### config.mk
export PLATFORM = sky130hd
export DESIGN_NAME = mult_div_unit
export DESIGN_NICKNAME = d
export VERILOG_FILES = /design/src/rtl/mult_div_unit.sv
export SDC_FILE = /design/constraint.sdc
export NUM_CORES = 1
export LEC_CHECK = 0
export BUFFER_PORTS_ARGS = -buffer_cell sky130_fd_sc_hd__buf_2
export CAP_MARGIN = 20
export CORE_MARGIN = 1.5
export CORE_UTILIZATION = 55
export CTS_CLUSTER_DIAMETER = 50
export CTS_CLUSTER_SIZE = 40
export DETAILED_ROUTE_END_ITERATION = 12
export GPL_ROUTABILITY_DRIVEN = 0
export PLACE_DENSITY = 0.85
export SLEW_MARGIN = 5
export SYNTH_ARGS = -nofsm -noshare
export SYNTH_HDL_FRONTEND = slang
export SYNTH_SLANG_ARGS = --single-unit
export TNS_END_PERCENT = 10
### constraint.sdc
create_clock -name clk -period 6.5 [get_ports clk]
set_clock_uncertainty 0.15 [all_clocks]
set_input_delay 1.95 -clock clk [delete_from_list [all_inputs] [get_ports clk]]
set_output_delay 1.95 -clock clk [all_outputs]
set_load 0.01 [all_outputs]
### src/rtl/mult_div_unit.sv
// Multicycle signed MULT/DIV unit with architectural HI/LO registers.
// Radix-2 Booth multiply and restoring divide, one iteration per clock.
module mult_div_unit #(
    parameter int DATA_W = 32
) (
    input  logic              clk,
    input  logic              reset,
    input  logic              start_mult,
    input  logic              start_div,
    input  logic [DATA_W-1:0] a_in,
    input  logic [DATA_W-1:0] b_in,
    output logic [DATA_W-1:0] hi_out,
    output logic [DATA_W-1:0] lo_out,
    output logic              busy,
    output logic              done,
    output logic              div_zero
);

    localparam int CW = $clog2(DATA_W);

    localparam logic [1:0] S_IDLE = 2'd0;
    localparam logic [1:0] S_MULT = 2'd1;
    localparam logic [1:0] S_DIV  = 2'd2;
    localparam logic [1:0] S_DONE = 2'd3;

    logic [1:0]        state;
    logic [CW-1:0]     count;
    logic [DATA_W:0]   acc;
    logic [DATA_W-1:0] mq;
    logic              q_1;
    logic [DATA_W-1:0] mcand;
    logic [DATA_W:0]   rem;
    logic [DATA_W-1:0] quo;
    logic [DATA_W:0]   dvsr;
    logic              neg_q;
    logic              neg_r;

    logic [DATA_W:0]   mext;
    logic [DATA_W:0]   sum;
    logic [DATA_W:0]   acc_nx;
    logic [DATA_W-1:0] mq_nx;
    logic              q1_nx;
    logic [DATA_W+1:0] shifted;
    logic              fits;
    logic [DATA_W:0]   rem_nx;
    logic [DATA_W-1:0] quo_nx;
    logic              last_iter;

    // Booth step: acc is one bit wider than the operands so that
    // adding/subtracting -2^31 never overflows before the arithmetic shift.
    always_comb begin
        mext = {mcand[DATA_W-1], mcand};
        unique case ({mq[0], q_1})
            2'b01:   sum = acc + mext;
            2'b10:   sum = acc - mext;
            default: sum = acc;
        endcase
        acc_nx = {sum[DATA_W], sum[DATA_W:1]};
        mq_nx  = {sum[0], mq[DATA_W-1:1]};
        q1_nx  = mq[0];
    end

    // Restoring divide step on magnitudes.
    always_comb begin
        shifted = {rem, quo[DATA_W-1]};
        fits    = shifted >= {1'b0, dvsr};
        rem_nx  = fits ? (DATA_W+1)'(shifted - {1'b0, dvsr}) : (DATA_W+1)'(shifted);
        quo_nx  = {quo[DATA_W-2:0], fits};
    end

    assign last_iter = (count == CW'(DATA_W - 1));
    assign busy      = (state == S_MULT) || (state == S_DIV);
    assign done      = (state == S_DONE);

    always_ff @(posedge clk) begin
        if (reset) begin
            state    <= S_IDLE;
            count    <= '0;
            hi_out   <= '0;
            lo_out   <= '0;
            div_zero <= 1'b0;
            acc      <= '0;
            mq       <= '0;
            q_1      <= 1'b0;
            mcand    <= '0;
            rem      <= '0;
            quo      <= '0;
            dvsr     <= '0;
            neg_q    <= 1'b0;
            neg_r    <= 1'b0;
        end else begin
            unique case (state)
                S_IDLE: begin
                    count <= '0;
                    if (start_mult) begin
                        state    <= S_MULT;
                        div_zero <= 1'b0;
                        acc      <= '0;
                        mq       <= b_in;
                        q_1      <= 1'b0;
                        mcand    <= a_in;
                    end else if (start_div) begin
                        if (b_in == '0) begin
                            state    <= S_DONE;
                            div_zero <= 1'b1;
                        end else begin
                            state    <= S_DIV;
                            div_zero <= 1'b0;
                            rem      <= '0;
                            quo      <= DATA_W'(a_in[DATA_W-1] ? -{a_in[DATA_W-1], a_in}
                                                               : {a_in[DATA_W-1], a_in});
                            dvsr     <= b_in[DATA_W-1] ? -{b_in[DATA_W-1], b_in}
                                                       : {b_in[DATA_W-1], b_in};
                            neg_q    <= a_in[DATA_W-1] ^ b_in[DATA_W-1];
                            neg_r    <= a_in[DATA_W-1];
                        end
                    end
                end
                S_MULT: begin
                    acc   <= acc_nx;
                    mq    <= mq_nx;
                    q_1   <= q1_nx;
                    count <= count + 1'b1;
                    if (last_iter) begin
                        state  <= S_DONE;
                        hi_out <= acc_nx[DATA_W-1:0];
                        lo_out <= mq_nx;
                    end
                end
                S_DIV: begin
                    rem   <= rem_nx;
                    quo   <= quo_nx;
                    count <= count + 1'b1;
                    if (last_iter) begin
                        state  <= S_DONE;
                        hi_out <= neg_r ? -rem_nx[DATA_W-1:0] : rem_nx[DATA_W-1:0];
                        lo_out <= neg_q ? -quo_nx : quo_nx;
                    end
                end
                default: begin
                    state <= S_IDLE;
                    count <= '0;
                end
            endcase
        end
    end

endmodule
==> flow_summary.yaml <==
status:
  status: "complete, no violations"
cts:
  cts_buffer_depth: 3
  cts_resized: 0
  cts_made_buffers: 29
  cts.clk_slew.worst_paths_ps: 70
  clk_latency_ps: 570
  postCtsHoldBufs: 0
  root_buffer: "clkbuf_16"
  cts_setup_buffers: 0
  cts_tree: "built"
  clock-sinks: 269
  h-tree-depth: 1
pwr:
  leakage_nw: 7.87
  power-per-cell-area_nw_per_um2: 382
  ir_worst_vdd_mv: 0.252
worst_setup_path:
  worstPathCellList: "buf_2, or4_1, nor4_1, nor2b_1, nand3_1, nor3b_1, nor2_1, a21oi_4, buf_12, nor2_1, a21oi_1, nor2_1"
  worstPathArrival_ps: 5850
  critPathSlowestCell: "nor3b_1"
  crit_top_cell: "nor2_1"
  cp.required_ps: 6780
  critPathLaunch: "b_in[6]"
  path_max_fanout: 59
  end_kind: "register"
  crit_buf_inv: 2
  start_kind: "input pin"
  criticalPathCategory: "input pin to register"
  rr_startpoint: "rem[15]$_SDFFE_PP0P_"
  critPathMaxStageDelay_ps: 670
  crit_family: "simple AND/OR/NAND/NOR gates"
timing:
  rsz0062_at_grt: "no"
  tightestPinTransition_ps: 1110
  timing.fmax_mhz: 179
  maxSlewHeadroom_pct: 25.8
  finalSetupViolations: 0
  fin_ws_ps: 925
  post-route-period-util_pct: 85.8
  finalMaxSlewViolations: 0
  post-route-min-period_ps: 5570
  tns_ps: 0
  hold_viol: 0
floorplan:
  num_rows: 66
  num_io_pins: 135
  die_h_um: 186
  initial_core_util_pct: 56.2
  die_area_um2: 34500
  fp.dieW_um: 186
  core_area_um2: 32700
yosys:
  netlist.area_leader.share_pct: 29.3
  yosysWarningCount: 0
  synth_cell_types: 75
  synth_cells: 2498
  ys_seq_area_share_pct: 29.3
  syn_area_um2: 18400
  synth_edf_count: 0
  ys_ff_latch: 269
  synth_nets: 2645
  synth_area_leaders: "dfxtp_1 29%, a21oi_1 7.0%, nor2_1 6.7%, nand2_1 6.5%, ha_1 5.2%"
  synth-async-reset-ratio_pct: 0
  syn_avg_cell_area_um2: 7.36
  synthFlopType: "dfxtp_1"
  yosys.area.top_type: "dfxtp_1"
placed_design:
  hpwl_um: 41700
  io_buffers: 134
  place_ws_ps: 506
  dp.cells: 2930
global_route:
  use_met2_pct: 47.7
  grt_pass1_vias: 16700
  top_usage_layer: "met2"
  met1_usage_pct: 43.0
  grt_max_degree: 155
  antenna_found_initial: 3
  grt_pass1_wl_um: 87300
  grt-ovfl-total: 0
  grtUsageTotal_pct: 31.5
  groute.layer.met3.usage_pct: 4.60
detailed_routing:
  vias: 18900
  drt-pass1-iter-count: 7
  wl_per_cell_um: 18.8
  viasPerCell: 6.32
  route.detailed.drc: 0
  drtIter0Drc: 2235
  detail-route-antenna-nets: 0
  postRouteWirelength_um: 56200
cells_and_area:
  layout_commonest_cell: "nor2_1"
  final_cell_mix: "327 x nor2_1, 317 x nand2_1, 269 x dfxtp_1"
  area_growth_pct: 10.3
  final_nets: 2668
  drive_gt1_share_pct: 9.20
  final_cells: 2988
min_path:
  hp-class: "register to register"
  min-delay-start: "count[0]$_SDFF_PP0_"
job:
  maxCapViolCount: 0
## final cells by class
class,count,area (µm²)
Clock inverter,22,269
Fill cell,2857,12400
Inverter,76,285
Sequential cell,269,5390
Antenna cell,2,5.00
Tap cell,442,553
Multi-Input combinational cell,1991,12100
Clock buffer,32,757
Timing Repair Buffer,154,887
## power breakdown
part           internal [mW]  switching, mW  total (mW)
registers               1.85          0.218        2.06
logic                   1.37           2.57        3.93
clock network          0.958          0.780        1.74
total                   4.17           3.56        7.74
## cells by family after synthesis
logic type | after synthesis | synth area share, %
AO/OA/AOI/OAI | 753 | 25.8
XOR/XNOR | 192 | 9.15
adder cells (fa/ha/maj) | 79 | 5.46
buffers and inverters | 238 | 5.02
flip-flops | 269 | 29.3
multiplexers | 62 | 3.40
AND/OR/NAND/NOR | 905 | 21.9
## path summary, 6_finish.rpt
path                              to  slack, ps  cells past startpoint
max reg2reg  hi_out[24]$_SDFFE_PP0P_       1120                     20
min reg2reg      count[0]$_SDFF_PP0_        300                      1
max              quo[9]$_SDFFE_PP0P_        930                     12
min              count[0]$_SDFF_PP0_        300                      1
## metrics by stage
stage	area [µm²]	hold WS, ps	total power [mW]	utilization (%)
finish	20300	304	7.74	62.0
global route	20300	326	8.18	62.0
CTS	20200	308	7.61	61.8
detailed placement	19200	298	5.87	58.7
global placement	19200	278	5.74	58.7
floorplan	18400	268	4.94	-
## state kept, by name (all words and copies together), names as in the netlist, 2 cells and up
name	cells
quo	32
mq	32
mcand	32
state	2
hi_out	32
lo_out	32
rem	33
count	5
dvsr	33
acc	32
## cell usage after synthesis (all sizes together), types with 3 or more instances
cell and n:
nor2 327, nand2 317, dfxtp 269, a21oi 256, o21ai 144, clkbuf 129
a211oi 125, xnor2 103, xor2 89, ha 77, inv 76, mux2i 59
nor3 48, nand3 43, o31ai 39, or3 39, a22oi 37, buf 33
a21o 25, o211ai 19, o41ai 19, nand2b 17, nand4 17, nor2b 16
nor4 16, or4 16, or2 11, a31oi 10, o22ai 10, and2 9
and3 8, o21a 8, a211o 6, o31a 6, nor3b 5, o2111ai 5
o21bai 5, a21boi 4, and4 4, nor4b 4, o221ai 4, o2bb2a 4
a311oi 3, mux2 3
## worst register-to-register path, stage by stage, from the launching register on
cell      delay (ps)
dfxtp_1          390
ha_1             550
nand2_1          130
o21ai_0          410
a21oi_1           90
a211oi_2         580
or2_1            290
inv_2            200
nand2_1          110
nand2_1          100
inv_1             80
ha_1             200
nor3b_1          220
nand2_1          110
nor2_1           200
nand3_1          100
o21a_1           180
or3_1            500
o311a_1          390
o21ai_1          170
and3_1           170
## routing by layer
layer  up-vias  wire (µm)  share of wire [%]
met5         -         14              0.025
met3       181       5370                9.6
met1      8774      23500                 42
met2       968      24100                 43
met4         2       3280                5.8
li1       8958          -                  -
No activity file was read; power rests on OpenSTA's default activity.
